`src/rtl/sar_adc_ctrl.sv`:
```
// Host-side sequencer for an 8-bit SAR ADC macro: periodic start pulses, eoc capture,
// optional 2^AVG_LOG2 averaging and a valid/ready result stream with sticky error flags.
module sar_adc_ctrl #(
    parameter int DIV_W    = 16,
    parameter int AVG_LOG2 = 2,
    parameter int TIMEOUT  = 16
) (
    input  logic             clk,
    input  logic             rst,
    input  logic             enable,
    input  logic [DIV_W-1:0] period,
    input  logic             clr_status,
    output logic             adc_start,
    input  logic             adc_eoc,
    input  logic [7:0]       adc_dout,
    output logic [7:0]       sample_data,
    output logic             sample_valid,
    input  logic             sample_ready,
    output logic             busy,
    output logic             overrun,
    output logic             timeout_err
);

    localparam int ACC_W  = 8 + AVG_LOG2;
    localparam int CNT_W  = AVG_LOG2 + 1;
    localparam int WAIT_W = $clog2(TIMEOUT + 1);

    localparam logic [CNT_W-1:0]  LAST_CNT  = CNT_W'((1 << AVG_LOG2) - 1);
    localparam logic [WAIT_W-1:0] WAIT_LAST = WAIT_W'(TIMEOUT - 1);

    localparam logic [1:0] ST_IDLE  = 2'd0;
    localparam logic [1:0] ST_START = 2'd1;
    localparam logic [1:0] ST_WAIT  = 2'd2;

    logic [DIV_W-1:0]  per_cnt;
    logic [DIV_W-1:0]  per_q;
    logic [DIV_W-1:0]  per_eff;
    logic              tick;

    logic [1:0]        state;
    logic [WAIT_W-1:0] wait_cnt;
    logic [ACC_W-1:0]  acc;
    logic [ACC_W-1:0]  acc_sum;
    logic [CNT_W-1:0]  conv_cnt;
    logic [7:0]        result;
    logic              eoc_hit;
    logic              timeout_hit;
    logic              block_done;
    logic              idle_clear;

    // The live period is only looked at while the count sits at 0, so a new
    // period value takes effect at the next wrap and is held for the whole run.
    assign per_eff = (per_cnt == '0) ? period : per_q;
    assign tick    = enable && (per_cnt == per_eff);

    always_ff @(posedge clk or posedge rst) begin
        if (rst) begin
            per_cnt <= '0;
            per_q   <= '0;
        end else if (!enable) begin
            per_cnt <= '0;
        end else begin
            if (per_cnt == '0) begin
                per_q <= period;
            end
            per_cnt <= tick ? '0 : per_cnt + DIV_W'(1);
        end
    end

    assign eoc_hit     = (state == ST_WAIT) && adc_eoc;
    assign timeout_hit = (state == ST_WAIT) && !adc_eoc && (wait_cnt == WAIT_LAST);
    assign acc_sum     = acc + ACC_W'(adc_dout);
    assign result      = acc_sum[ACC_W-1:AVG_LOG2];
    assign block_done  = eoc_hit && (conv_cnt == LAST_CNT);
    assign idle_clear  = (state == ST_IDLE) && !enable;

    // Ticks seen outside IDLE are simply dropped; conversions never queue up.
    always_ff @(posedge clk or posedge rst) begin
        if (rst) begin
            state    <= ST_IDLE;
            wait_cnt <= '0;
        end else begin
            case (state)
                ST_IDLE: begin
                    if (tick) begin
                        state <= ST_START;
                    end
                end
                ST_START: begin
                    wait_cnt <= '0;
                    state    <= ST_WAIT;
                end
                ST_WAIT: begin
                    wait_cnt <= wait_cnt + WAIT_W'(1);
                    if (eoc_hit || timeout_hit) begin
                        state <= ST_IDLE;
                    end
                end
                default: begin
                    state <= ST_IDLE;
                end
            endcase
        end
    end

    assign adc_start = (state == ST_START);
    assign busy      = (state != ST_IDLE);

    // A timeout discards the partial block so a later average never mixes stale data.
    always_ff @(posedge clk or posedge rst) begin
        if (rst) begin
            acc      <= '0;
            conv_cnt <= '0;
        end else if (timeout_hit || block_done || idle_clear) begin
            acc      <= '0;
            conv_cnt <= '0;
        end else if (eoc_hit) begin
            acc      <= acc_sum;
            conv_cnt <= conv_cnt + CNT_W'(1);
        end
    end

    // Stream handshake: a beat transfers on a clock edge where sample_valid and
    // sample_ready are both high. Data is held stable while valid and not accepted;
    // a fresh result arriving in the handshake cycle keeps valid high with new data.
    always_ff @(posedge clk or posedge rst) begin
        if (rst) begin
            sample_data  <= '0;
            sample_valid <= 1'b0;
        end else if (block_done) begin
            sample_data  <= result;
            sample_valid <= 1'b1;
        end else if (sample_valid && sample_ready) begin
            sample_valid <= 1'b0;
        end
    end

    // Sticky flags: a set event in the same cycle as clr_status wins.
    always_ff @(posedge clk or posedge rst) begin
        if (rst) begin
            overrun     <= 1'b0;
            timeout_err <= 1'b0;
        end else begin
            if (block_done && sample_valid && !sample_ready) begin
                overrun <= 1'b1;
            end else if (clr_status) begin
                overrun <= 1'b0;
            end
            if (timeout_hit) begin
                timeout_err <= 1'b1;
            end else if (clr_status) begin
                timeout_err <= 1'b0;
            end
        end
    end

endmodule

```
`config.mk`:
```
export PLATFORM = sky130hd
export DESIGN_NAME = sar_adc_ctrl
export DESIGN_NICKNAME = d
export VERILOG_FILES = /design/src/rtl/sar_adc_ctrl.sv
export SDC_FILE = /design/constraint.sdc
export NUM_CORES = 1
export LEC_CHECK = 0
export ABC_AREA = 0
export BUFFER_PORTS_ARGS = -buffer_cell sky130_fd_sc_hd__buf_2
export CORE_MARGIN = 8
export CORE_UTILIZATION = 30
export DETAILED_ROUTE_END_ITERATION = 8
export SETUP_SLACK_MARGIN = 0.05
export SYNTH_ARGS = -nofsm -noshare
export SYNTH_HDL_FRONTEND = slang
export SYNTH_SLANG_ARGS = --single-unit
```
`constraint.sdc`:
```
create_clock -name clk -period 2.9 [get_ports clk]
set_input_delay 0.58 -clock clk [delete_from_list [all_inputs] [get_ports clk]]
set_output_delay 0.58 -clock clk [all_outputs]
set_load 0.1 [all_outputs]
```
==> results by group, run 1 <==
Detailed routing
  • DRT Pass-1 Iters: 4
  • DRC viols: 0
  • Drt wl/cell: 14.55 um
  • Detailed-route via count: 2622
  • Vias per cell: 4.856
  • Iter 0 DRT Violations: 131
  • Final ANT Viol Nets: 0
  • Total wire length: 7.855 mm

Timing
  • RSZ-0062 raised after global routing: false
  • Final WS setup: 0.3165 ns
  • Period utilization: 89.09%
  • Final Hold Fails: 0
  • Skew final: 0.006042 ns
  • Finish-stage setup viols: 0
  • Slew Limit Fails: 0
  • Period minus WS final: 2.583 ns
  • Slew @ Worst Pin: 0.6463 ns
  • Max transition margin: 56.85%
  • Fmax: 387.1 MHz
  • Setup TNS: 0 ns

Setup path
  • CP Class: reg -> reg
  • Startpoint types: flip-flop
  • Worst setup EP type: flip-flop
  • Delay-heaviest family, CP: simple AND/OR/NAND/NOR gates
  • Critical Path Fanout Max: 16
  • Crit-path slowest cell: a2111o_1
  • Data arrival time of the worst path: 2.79 ns
  • Worst path bufs/invs: 2
  • Crit path cell chain: inv_1 > ha_1 > nor4b_2 > and4_1 > nand4_1 > a2111o_1 > o21ai_4 > buf_12 > nor2_1
  • Crit-path max cell delay: 0.54 ns
  • WP data required: 3.11 ns

Global routing
  • Vias in the first global route: 2793
  • Total GRT Usage: 10.64%
  • GRT overflow: 0
  • Largest net degree at the start of global routing: 35
  • First-pass GRT wire length: 13.59 mm
  • Initial antenna violation count: 0

CTS
  • TritonCTS Buffers: 9
  • Clock sinks: 63
  • Post-CTS Hold Fix Bufs: 0
  • Post-CTS Resized: 0
  • Longest Clk Path Bufs: 2
  • Clock root cell: clkbuf_16
  • TritonCTS clock tree: built
  • CTS clk-pin slew, worst paths: 0.05 ns
  • Post CTS Setup Buffer Count: 0
  • Clk_lat worst skew: 0.33 ns
  • H-tree depth: 3

Synthesis
  • Cell count after synthesis: 345
  • Largest cells by area after synthesis: dfrtp_1 (44%), xor2_1 (6.9%), ha_1 (6.0%)
  • Top FF cell, synth: dfrtp_1
  • Post-synth top area share: 44.13%
  • EDFF count, synth: 0
  • Synth warn: 0
  • Largest family of logic cells by synthesized area: simple AND/OR/NAND/NOR gates
  • Post-Synth Adder-Cell Area: 6.515%
  • Seq/Total Area, Yosys: 44.13%
  • Multiplexer area fraction after synthesis: 6.235%
  • Syn Nets: 393
  • Synth Area in XOR/XNOR: 10.05%
  • Mapped Avg Cell Area: 10.35 um2
  • Synth Area in Simple Gates: 17.51%
  • Asr flop ratio synth: 100.0%
  • Yosys reg bits: 63
  • Post-synth design cell area: 0.003572 mm2
  • Synth unique cells: 50
  • Compound-gate portion of the synthesized area: 10.79%
  • Top cell type by total area after synthesis: dfrtp_1

Cells and area
  • Area delta synth->final: 18.07%
  • Non-Filler Instances: 540
  • Nets@finish: 438
  • ANT cells: 0
  • Commonest cells after routing, fill and taps aside: dfrtp_1 (63), buf_2 (42), xor2_1 (28), nand2_1 (23), inv_1 (20)
  • Core Util, Final: 35.71%
  • Most common cell after layout, fill and taps aside: dfrtp_1
  • Layout cells sized above 1: 24.43%

Power
  • VDD IR max: 338.4 uV
  • Clk pwr share: 36.7%
  • PD cells: 627.4 mW/mm2
  • LEAKAGE: 1.993 nW
  • Net Sw Frac: 30.74%
  • Comb power frac: 23.8%
  • Pint: 1.833 mW
  • Reg power frac: 39.5%
  • Final Power: 2.646 mW
  • Psw: 813.4 uW

Die
  • Horiz. Die Dim: 125.1 um
  • I/O pins: 43
  • Core area: 0.01181 mm2
  • Die Area: 0.01566 mm2
  • Die Ht: 125.1 um
  • Initial Util: 30.24%
  • Rows: 40

Place
  • Setup Slack @ Placement: 0.1623 ns
  • Post-detail-place hpwl: 5.880 mm
  • Gpl congestion: 0.7896
  • Placed instance count: 526
  • Port Buf Inserts: 42

Flow run
  • Max cap viols: 0

Hold path
  • Hold Path Class: in -> async

Outcome
  • Status: finished, final reports clean
[layer usage]
metal | vias up | GRT usage (%) | share of wire (%)
li1 | 1297 | - | -
met1 | 1264 | 12.83 | 45
met2 | 51 | 16.71 | 48
met3 | 10 | 4.675 | 5.8
met4 | 0 | 3.295 | 1.2
met5 | - | 0 | 0
[kinds of logic after synthesis]
family	count (synthesis)
multiplexers	20
AO/OA/AOI/OAI	55
AND/OR/NAND/NOR	112
adder cells (fa/ha/maj)	18
XOR/XNOR	41
flip-flops	63
buffers and inverters	36
[final cells by class]
| class | count | area [um2] |
|---|---|---|
| repair buffers | 49 | 287.8 |
| fillers | 1193 | 7594 |
| clock buffers | 13 | 260.3 |
| inverters | 21 | 78.83 |
| flip-flops and latches | 63 | 1577 |
| multi-input cells | 246 | 1826 |
| clock inverters | 1 | 5.005 |
| well taps | 147 | 183.9 |
[power groups by stage]
stage | combinational, mW | sequential [mW] | clock (mW)
final | 0.630 | 1.04 | 0.971
after global routing | 0.705 | 1.06 | 1.04
after CTS | 0.639 | 1.04 | 1.01
after detailed placement | 0.635 | 1.06 | 0
after global placement | 0.621 | 1.05 | 0
after floorplan | 0.484 | 1.04 | 0
[state kept, by name, summed over array words and instances (netlist names)]
register and cells:
acc 10, conv_cnt 3, overrun 1, per_cnt 16
per_q 16, sample_data 8, sample_valid 1, state 2
timeout_err 1, wait_cnt 5
[worst paths after layout]
path                                      from        endpoint  slack, ns  depth (start not counted)
worst min-delay path                       rst          acc[3]       0.34                          2
worst max-delay path                per_cnt[0]      per_cnt[2]       0.32                          9
worst max register to register      per_cnt[0]      per_cnt[2]       0.32                          9
min in group clk                    clr_status         overrun       0.46                          2
max in group asynchronous                  rst      per_cnt[2]       1.94                          3
worst min register to register  sample_data[0]  sample_data[0]       0.48                          2
[synth_stat cells (all sizes together) (7+ instances only)]
cell type	count
and3	11
buf	7
clkbuf	8
dfrtp	63
ha	17
inv	21
mux2	18
nand2	23
nand3	12
nor2	23
nor2b	9
nor3	9
o21ai	19
xnor2	13
xor2	28
[through the flow]
stage,hold WS [ns],cell area [um2]
after global placement,0.4687,3953
after CTS,0.3676,4218
after floorplan,0.4441,3572
after global routing,0.4061,4218
final,0.3423,4218
after detailed placement,0.4691,3953
(Power assumes the default switching activity.)
==> run 2, diff against run 1 <==
==> constraint.sdc (replaced) <==
create_clock -name clk -period 2.6 [get_ports clk]
set_input_delay 0.52 -clock clk [delete_from_list [all_inputs] [get_ports clk]]
set_output_delay 0.52 -clock clk [all_outputs]
set_load 0.1 [all_outputs]
==> results by group, run 2 (synthesized netlist as in run 1, its figures left out) <==
Outcome
  • Status: finished, final reports clean (unchanged)

Power
  • VDD IR max: 333.3 uV (was 338.4 uV)
  • Reg power frac: 38.7% (was 39.5%)
  • LEAKAGE: 2.065 nW (was 1.993 nW)
  • Clk pwr share: 36.9% (was 36.7%)
  • Final Power: 3.000 mW (was 2.646 mW)
  • Comb power frac: 24.4% (was 23.8%)
  • Psw: 933.5 uW (was 813.4 uW)
  • Net Sw Frac: 31.12% (was 30.74%)
  • Pint: 2.066 mW (was 1.833 mW)
  • PD cells: 694.0 mW/mm2 (was 627.4 mW/mm2)

Timing
  • Setup TNS: 0 ns (unchanged)
  • Finish-stage setup viols: 0 (unchanged)
  • Slew Limit Fails: 0 (unchanged)
  • Min Hold Slack: 0.2359 ns (was 0.3423 ns)
  • Skew final: 0.003655 ns (was 0.006042 ns)
  • Period utilization: 91.29% (was 89.09%)
  • Slew @ Worst Pin: 0.5428 ns (was 0.6463 ns)
  • Max transition margin: 63.76% (was 56.85%)
  • Fmax: 421.3 MHz (was 387.1 MHz)
  • Final Hold Fails: 0 (unchanged)
  • Period minus WS final: 2.373 ns (was 2.583 ns)
  • RSZ-0062 raised after global routing: false (unchanged)

Hold path
  • Hold Path Class: in -> async (unchanged)

Global routing
  • First-pass GRT wire length: 13.99 mm (was 13.59 mm)
  • Vias in the first global route: 2829 (was 2793)
  • Total GRT Usage: 10.95% (was 10.64%)
  • Initial antenna violation count: 1 (was 0)
  • GRT overflow: 0 (unchanged)
  • Largest net degree at the start of global routing: 41 (was 35)

Cells and area
  • Non-Filler Instances: 551 (was 540)
  • Layout cells sized above 1: 26.98% (was 24.43%)
  • Largest regs: per_cnt: 16 flops, per_q: 16 flops, acc: 10 flops (unchanged)
  • Commonest cells after routing, fill and taps aside: dfrtp_1 (63), buf_2 (42), xor2_1 (28), nand2_1 (23), inv_1 (20) (unchanged)
  • Nets@finish: 447 (was 438)
  • ANT cells: 0 (unchanged)
  • Area delta synth->final: 21.02% (was 18.07%)
  • Most common cell after layout, fill and taps aside: dfrtp_1 (unchanged)

Setup path
  • Delay-heaviest family, CP: compound AO/OA/AOI/OAI gates (was simple AND/OR/NAND/NOR gates)
  • Reg2Reg Setup Slack: 0.23 ns (was 0.32 ns)
  • Startpoint types: flip-flop (unchanged)
  • Crit-path max cell delay: 0.41 ns (was 0.54 ns)
  • Worst path bufs/invs: 1 (was 2)
  • Critical Path Fanout Max: 4 (was 16)
  • Crit path cell chain: ha_1 > fa_1 > a21o_1 > a21oi_1 > o21bai_1 > a2111oi_1 > buf_4 > o21ai_0 > a2bb2oi_1 (was inv_1 > ha_1 > nor4b_2 > and4_1 > nand4_1 > a2111o_1 > o21ai_4 > buf_12 > nor2_1)
  • Data arrival time of the worst path: 2.63 ns (was 2.79 ns)
  • WP data required: 2.86 ns (was 3.11 ns)
  • Worst setup EP type: flip-flop (unchanged)
  • Crit-path slowest cell: a2111oi_1 (was a2111o_1)
  • CP Class: reg -> reg (unchanged)

Detailed routing
  • Final ANT Viol Nets: 0 (unchanged)
  • Vias per cell: 4.918 (was 4.856)
  • DRT Pass-1 Iters: 4 (unchanged)
  • Drt wl/cell: 14.86 um (was 14.55 um)
  • Total wire length: 8.187 mm (was 7.855 mm)
  • Iter 0 DRT Violations: 103 (was 131)
  • Detailed-route via count: 2710 (was 2622)
  • DRC viols: 0 (unchanged)

CTS
  • Clock sinks: 63 (unchanged)
  • Post CTS Setup Buffer Count: 0 (unchanged)
  • Longest Clk Path Bufs: 2 (unchanged)
  • TritonCTS clock tree: built (unchanged)
  • TritonCTS Buffers: 9 (unchanged)
  • H-tree depth: 3 (unchanged)
  • Clock root cell: clkbuf_16 (unchanged)
  • CTS clk-pin slew, worst paths: 0.05 ns (about the same)
  • Clk_lat worst skew: 0.33 ns (about the same)

Die
  • Core area: 0.01181 mm2 (unchanged)
  • Die Area: 0.01566 mm2 (unchanged)
  • Rows: 40 (unchanged)
  • Horiz. Die Dim: 125.1 um (unchanged)
  • Initial Util: 30.24% (unchanged)
  • Die Ht: 125.1 um (unchanged)
  • I/O pins: 43 (unchanged)

Flow run
  • Max cap viols: 0 (unchanged)

Place
  • Gpl congestion: 0.8389 (was 0.7896)
  • Port Buf Inserts: 42 (unchanged)
  • Placed instance count: 535 (was 526)
  • Post-detail-place hpwl: 6.083 mm (was 5.880 mm)
-- run 2: timing repair --
item                                    CTS  global route
gates resized for setup                   0             4
hold buffers                              0             0
endpoints found under the setup margin    0            18
-- run 2: area by class of cell --
| class | count | area (um2) |
|---|---|---|
| well taps | 147 | 183.9 |
| multi-input cells | 246 | 1839 |
| fillers | 1194 | 7488 |
| repair buffers | 58 | 367.9 |
| inverters | 21 | 78.83 |
| clock buffers | 12 | 256.5 |
| flip-flops and latches | 63 | 1577 |
| clock inverters | 4 | 20.02 |
-- run 2: path summary, 6_finish.rpt --
check,from,end,cells past startpoint
max reg2reg,acc[0],acc[8],9
max,acc[0],acc[8],9
min,rst,overrun,2
min reg2reg,sample_data[0],sample_data[0],2
max in group asynchronous,rst,wait_cnt[3],3
min in group clk,clr_status,timeout_err,2
-- run 2: metrics by stage --
step	util (%)	instance area, um2	setup WS, ns
floorplan	-	3573	0.07185
CTS	36.49	4310	0.1042
global route	36.60	4323	0.07079
finish	36.60	4323	0.2265
detailed placement	34.15	4034	-0.02690
global placement	34.15	4034	0.01627
-- run 2: metal layers --
layer | wire length [um] | up-vias | global-route usage, %
li1 | - | 1317 | -
met1 | 3540 | 1317 | 12.61
met2 | 4009 | 55 | 18.06
met3 | 496 | 19 | 4.717
met4 | 126 | 2 | 3.295
met5 | 13 | - | 0
-- run 2: power groups by stage --
stage,clock [mW],sequential [mW],combinational [mW]
finish,1.11,1.16,0.732
global placement,0,1.17,0.718
detailed placement,0,1.18,0.731
floorplan,0,1.16,0.541
CTS,1.15,1.16,0.736
global route,1.18,1.17,0.811
==> run 3, diff against run 2 <==
--- a/config.mk
+++ b/config.mk
@@ -6,10 +6,10 @@
 export NUM_CORES = 1
 export LEC_CHECK = 0
 export ABC_AREA = 0
-export BUFFER_PORTS_ARGS = -buffer_cell sky130_fd_sc_hd__buf_2
 export CORE_MARGIN = 8
 export CORE_UTILIZATION = 30
 export DETAILED_ROUTE_END_ITERATION = 8
+export DONT_BUFFER_PORTS = 1
 export SETUP_SLACK_MARGIN = 0.05
 export SYNTH_ARGS = -nofsm -noshare
 export SYNTH_HDL_FRONTEND = slang
==> results by group, run 3 (synthesized netlist as in run 1, its figures left out) <==
Cells and area
  • ANT cells: 0 (unchanged)
  • Layout cells sized above 1: 18.46% (was 26.98%)
  • Most common cell after layout, fill and taps aside: dfrtp_1 (unchanged)
  • Non-Filler Instances: 510 (was 551)
  • Largest regs: per_cnt: 16 flops, per_q: 16 flops, acc: 10 flops (unchanged)
  • Area delta synth->final: 15.31% (was 21.02%)
  • Nets@finish: 407 (was 447)
  • Commonest cells after routing, fill and taps aside: dfrtp_1 (63), xor2_1 (28), nand2_1 (23), inv_1 (20) (was dfrtp_1 (63), buf_2 (42), xor2_1 (28), nand2_1 (23), inv_1 (20))

Power
  • Psw: 900.1 uW (was 933.5 uW)
  • Reg power frac: 39.0% (was 38.7%)
  • LEAKAGE: 1.879 nW (was 2.065 nW)
  • Clk pwr share: 37.6% (was 36.9%)
  • Comb power frac: 23.4% (was 24.4%)
  • VDD IR max: 333.6 uV (was 333.3 uV)
  • Net Sw Frac: 30.23% (was 31.12%)
  • PD cells: 722.9 mW/mm2 (was 694.0 mW/mm2)
  • Pint: 2.078 mW (was 2.066 mW)

Die
  • Core area: 0.01181 mm2 (unchanged)
  • I/O pins: 43 (unchanged)
  • Die Area: 0.01566 mm2 (unchanged)
  • Initial Util: 30.24% (unchanged)
  • Die Ht: 125.1 um (unchanged)
  • Rows: 40 (unchanged)
  • Horiz. Die Dim: 125.1 um (unchanged)

Place
  • Post-detail-place hpwl: 6.063 mm (was 6.083 mm)
  • Placed instance count: 495 (was 535)
  • Port Buf Inserts: 0 (was 42)
  • Gpl congestion: 0.8080 (was 0.8389)

Setup path
  • Startpoint types: flip-flop (unchanged)
  • Crit-path slowest cell: fa_1 (was a2111oi_1)
  • Crit path cell chain: ha_1 > fa_1 > a21o_1 > a21oi_2 > o21bai_1 > a2111oi_1 > buf_4 > o21ai_0 > a2bb2oi_1 (was ha_1 > fa_1 > a21o_1 > a21oi_1 > o21bai_1 > a2111oi_1 > buf_4 > o21ai_0 > a2bb2oi_1)
  • Data arrival time of the worst path: 2.63 ns (about the same)
  • Reg2Reg Setup Slack: 0.21 ns (was 0.23 ns)
  • Delay-heaviest family, CP: compound AO/OA/AOI/OAI gates (unchanged)
  • Worst setup EP type: flip-flop (unchanged)
  • Crit-path max cell delay: 0.42 ns (was 0.41 ns)
  • CP Class: reg -> reg (unchanged)
  • Worst path bufs/invs: 1 (unchanged)
  • Capturing point of the worst reg2reg path: acc[8] (unchanged)
  • WP data required: 2.85 ns (was 2.86 ns)
  • Worst setup path start: acc[0] (unchanged)
  • Critical Path Fanout Max: 4 (unchanged)
  • Worst r2r path cells: 9 (unchanged)
  • FF-to-FF Start: acc[0] (unchanged)

Timing
  • Slew Limit Fails: 0 (unchanged)
  • RSZ-0062 raised after global routing: false (unchanged)
  • Fmax: 418.5 MHz (was 421.3 MHz)
  • Finish-stage setup viols: 0 (unchanged)
  • Max transition margin: 38.14% (was 63.76%)
  • Slew @ Worst Pin: 0.9278 ns (was 0.5428 ns)
  • Period minus WS final: 2.389 ns (was 2.373 ns)
  • Skew final: 0.007190 ns (was 0.003655 ns)
  • Period utilization: 91.90% (was 91.29%)
  • Setup TNS: 0 ns (unchanged)
  • Min Hold Slack: 0.1184 ns (was 0.2359 ns)
  • Final Hold Fails: 0 (unchanged)

Global routing
  • GRT overflow: 0 (unchanged)
  • GRT Max-Usage Layer: met2 (unchanged)
  • GR Util met1: 12.30% (was 12.61%)
  • Total GRT Usage: 10.78% (was 10.95%)
  • Vias in the first global route: 2648 (was 2829)
  • Initial antenna violation count: 0 (was 1)
  • Largest net degree at the start of global routing: 40 (was 41)
  • GR Util met3: 4.717% (unchanged)
  • First-pass GRT wire length: 13.53 mm (was 13.99 mm)
  • Met2 Usage GRT: 17.64% (was 18.06%)

CTS
  • CTS clk-pin slew, worst paths: 0.05 ns (about the same)
  • H-tree depth: 3 (unchanged)
  • Clock sinks: 63 (unchanged)
  • Post CTS Setup Buffer Count: 0 (unchanged)
  • TritonCTS Buffers: 9 (unchanged)
  • Longest Clk Path Bufs: 2 (unchanged)
  • TritonCTS clock tree: built (unchanged)
  • Clk_lat worst skew: 0.33 ns (about the same)
  • Clock root cell: clkbuf_16 (unchanged)

Detailed routing
  • Vias per cell: 4.941 (was 4.918)
  • Iter 0 DRT Violations: 85 (was 103)
  • Total wire length: 7.979 mm (was 8.187 mm)
  • Detailed-route via count: 2520 (was 2710)
  • DRT Pass-1 Iters: 4 (unchanged)
  • DRC viols: 0 (unchanged)
  • Final ANT Viol Nets: 0 (unchanged)
  • Drt wl/cell: 15.65 um (was 14.86 um)

Hold path
  • Hold Path Class: in -> async (unchanged)

Flow run
  • Max cap viols: 0 (unchanged)

Outcome
  • Status: finished, final reports clean (unchanged)
-- run 3: cell count changes in the layout (fill, tap and decap cells not counted), sizes merged --
| cell | previous run | this run |
|---|---|---|
| clkinv | 4 | 0 |
| clkbuf | 12 | 15 |
| buf | 58 | 18 |
-- run 3: routing by layer --
layer / vias up / routed length [um]
met2: 43 / 3900
met4: 0 / 106
met1: 1232 / 3379
met5: - / 0
met3: 11 / 592
li1: 1234 / -
-- run 3: power groups by stage --
stage,sequential [mW],clock (mW),combinational (mW)
finish,1.16,1.12,0.697
global placement,1.17,0,0.679
global route,1.17,1.20,0.772
CTS,1.16,1.17,0.700
detailed placement,1.18,0,0.696
floorplan,1.16,0,0.541
-- run 3: how the worst max path moves through the flow --
stage,slack [ns],endpoint,depth (start not counted)
3_3_place_gp,0.1,acc[8],9
6_report,0.21,acc[8],9
5_1_grt,0.09,per_cnt[4],9
2_1_floorplan,0.07,acc[8],8
3_5_place_dp,0.02,acc[8],9
4_1_cts,0.07,per_cnt[5],9
-- run 3: timing repair --
action                                 4_1_cts  5_1_grt
setup endpoints to repair                    0       19
gates resized for setup                      0        4
endpoints found under the hold margin        0        0
hold buffers                                 0        0
-- run 3: final cells by class --
class | instances | area [um2]
Clock buffer | 15 | 277.8
Fill cell | 1172 | 7692
Inverter | 21 | 78.83
Multi-Input combinational cell | 246 | 1842
Sequential cell | 63 | 1577
Tap cell | 147 | 183.9
Timing Repair Buffer | 18 | 160.2
-- run 3: metrics by stage --
| step | utilization (%) | total power [mW] | setup slack (ns) | cell area [um2] |
|---|---|---|---|---|
| 6_report | 34.87 | 2.978 | 0.2106 | 4119 |
| 5_1_grt | 34.87 | 3.143 | 0.08672 | 4119 |
| 4_1_cts | 34.75 | 3.027 | 0.06893 | 4104 |
| 3_5_place_dp | 32.39 | 1.873 | 0.02256 | 3826 |
| 3_3_place_gp | 32.39 | 1.850 | 0.09636 | 3826 |
| 2_1_floorplan | - | 1.700 | 0.07185 | 3573 |
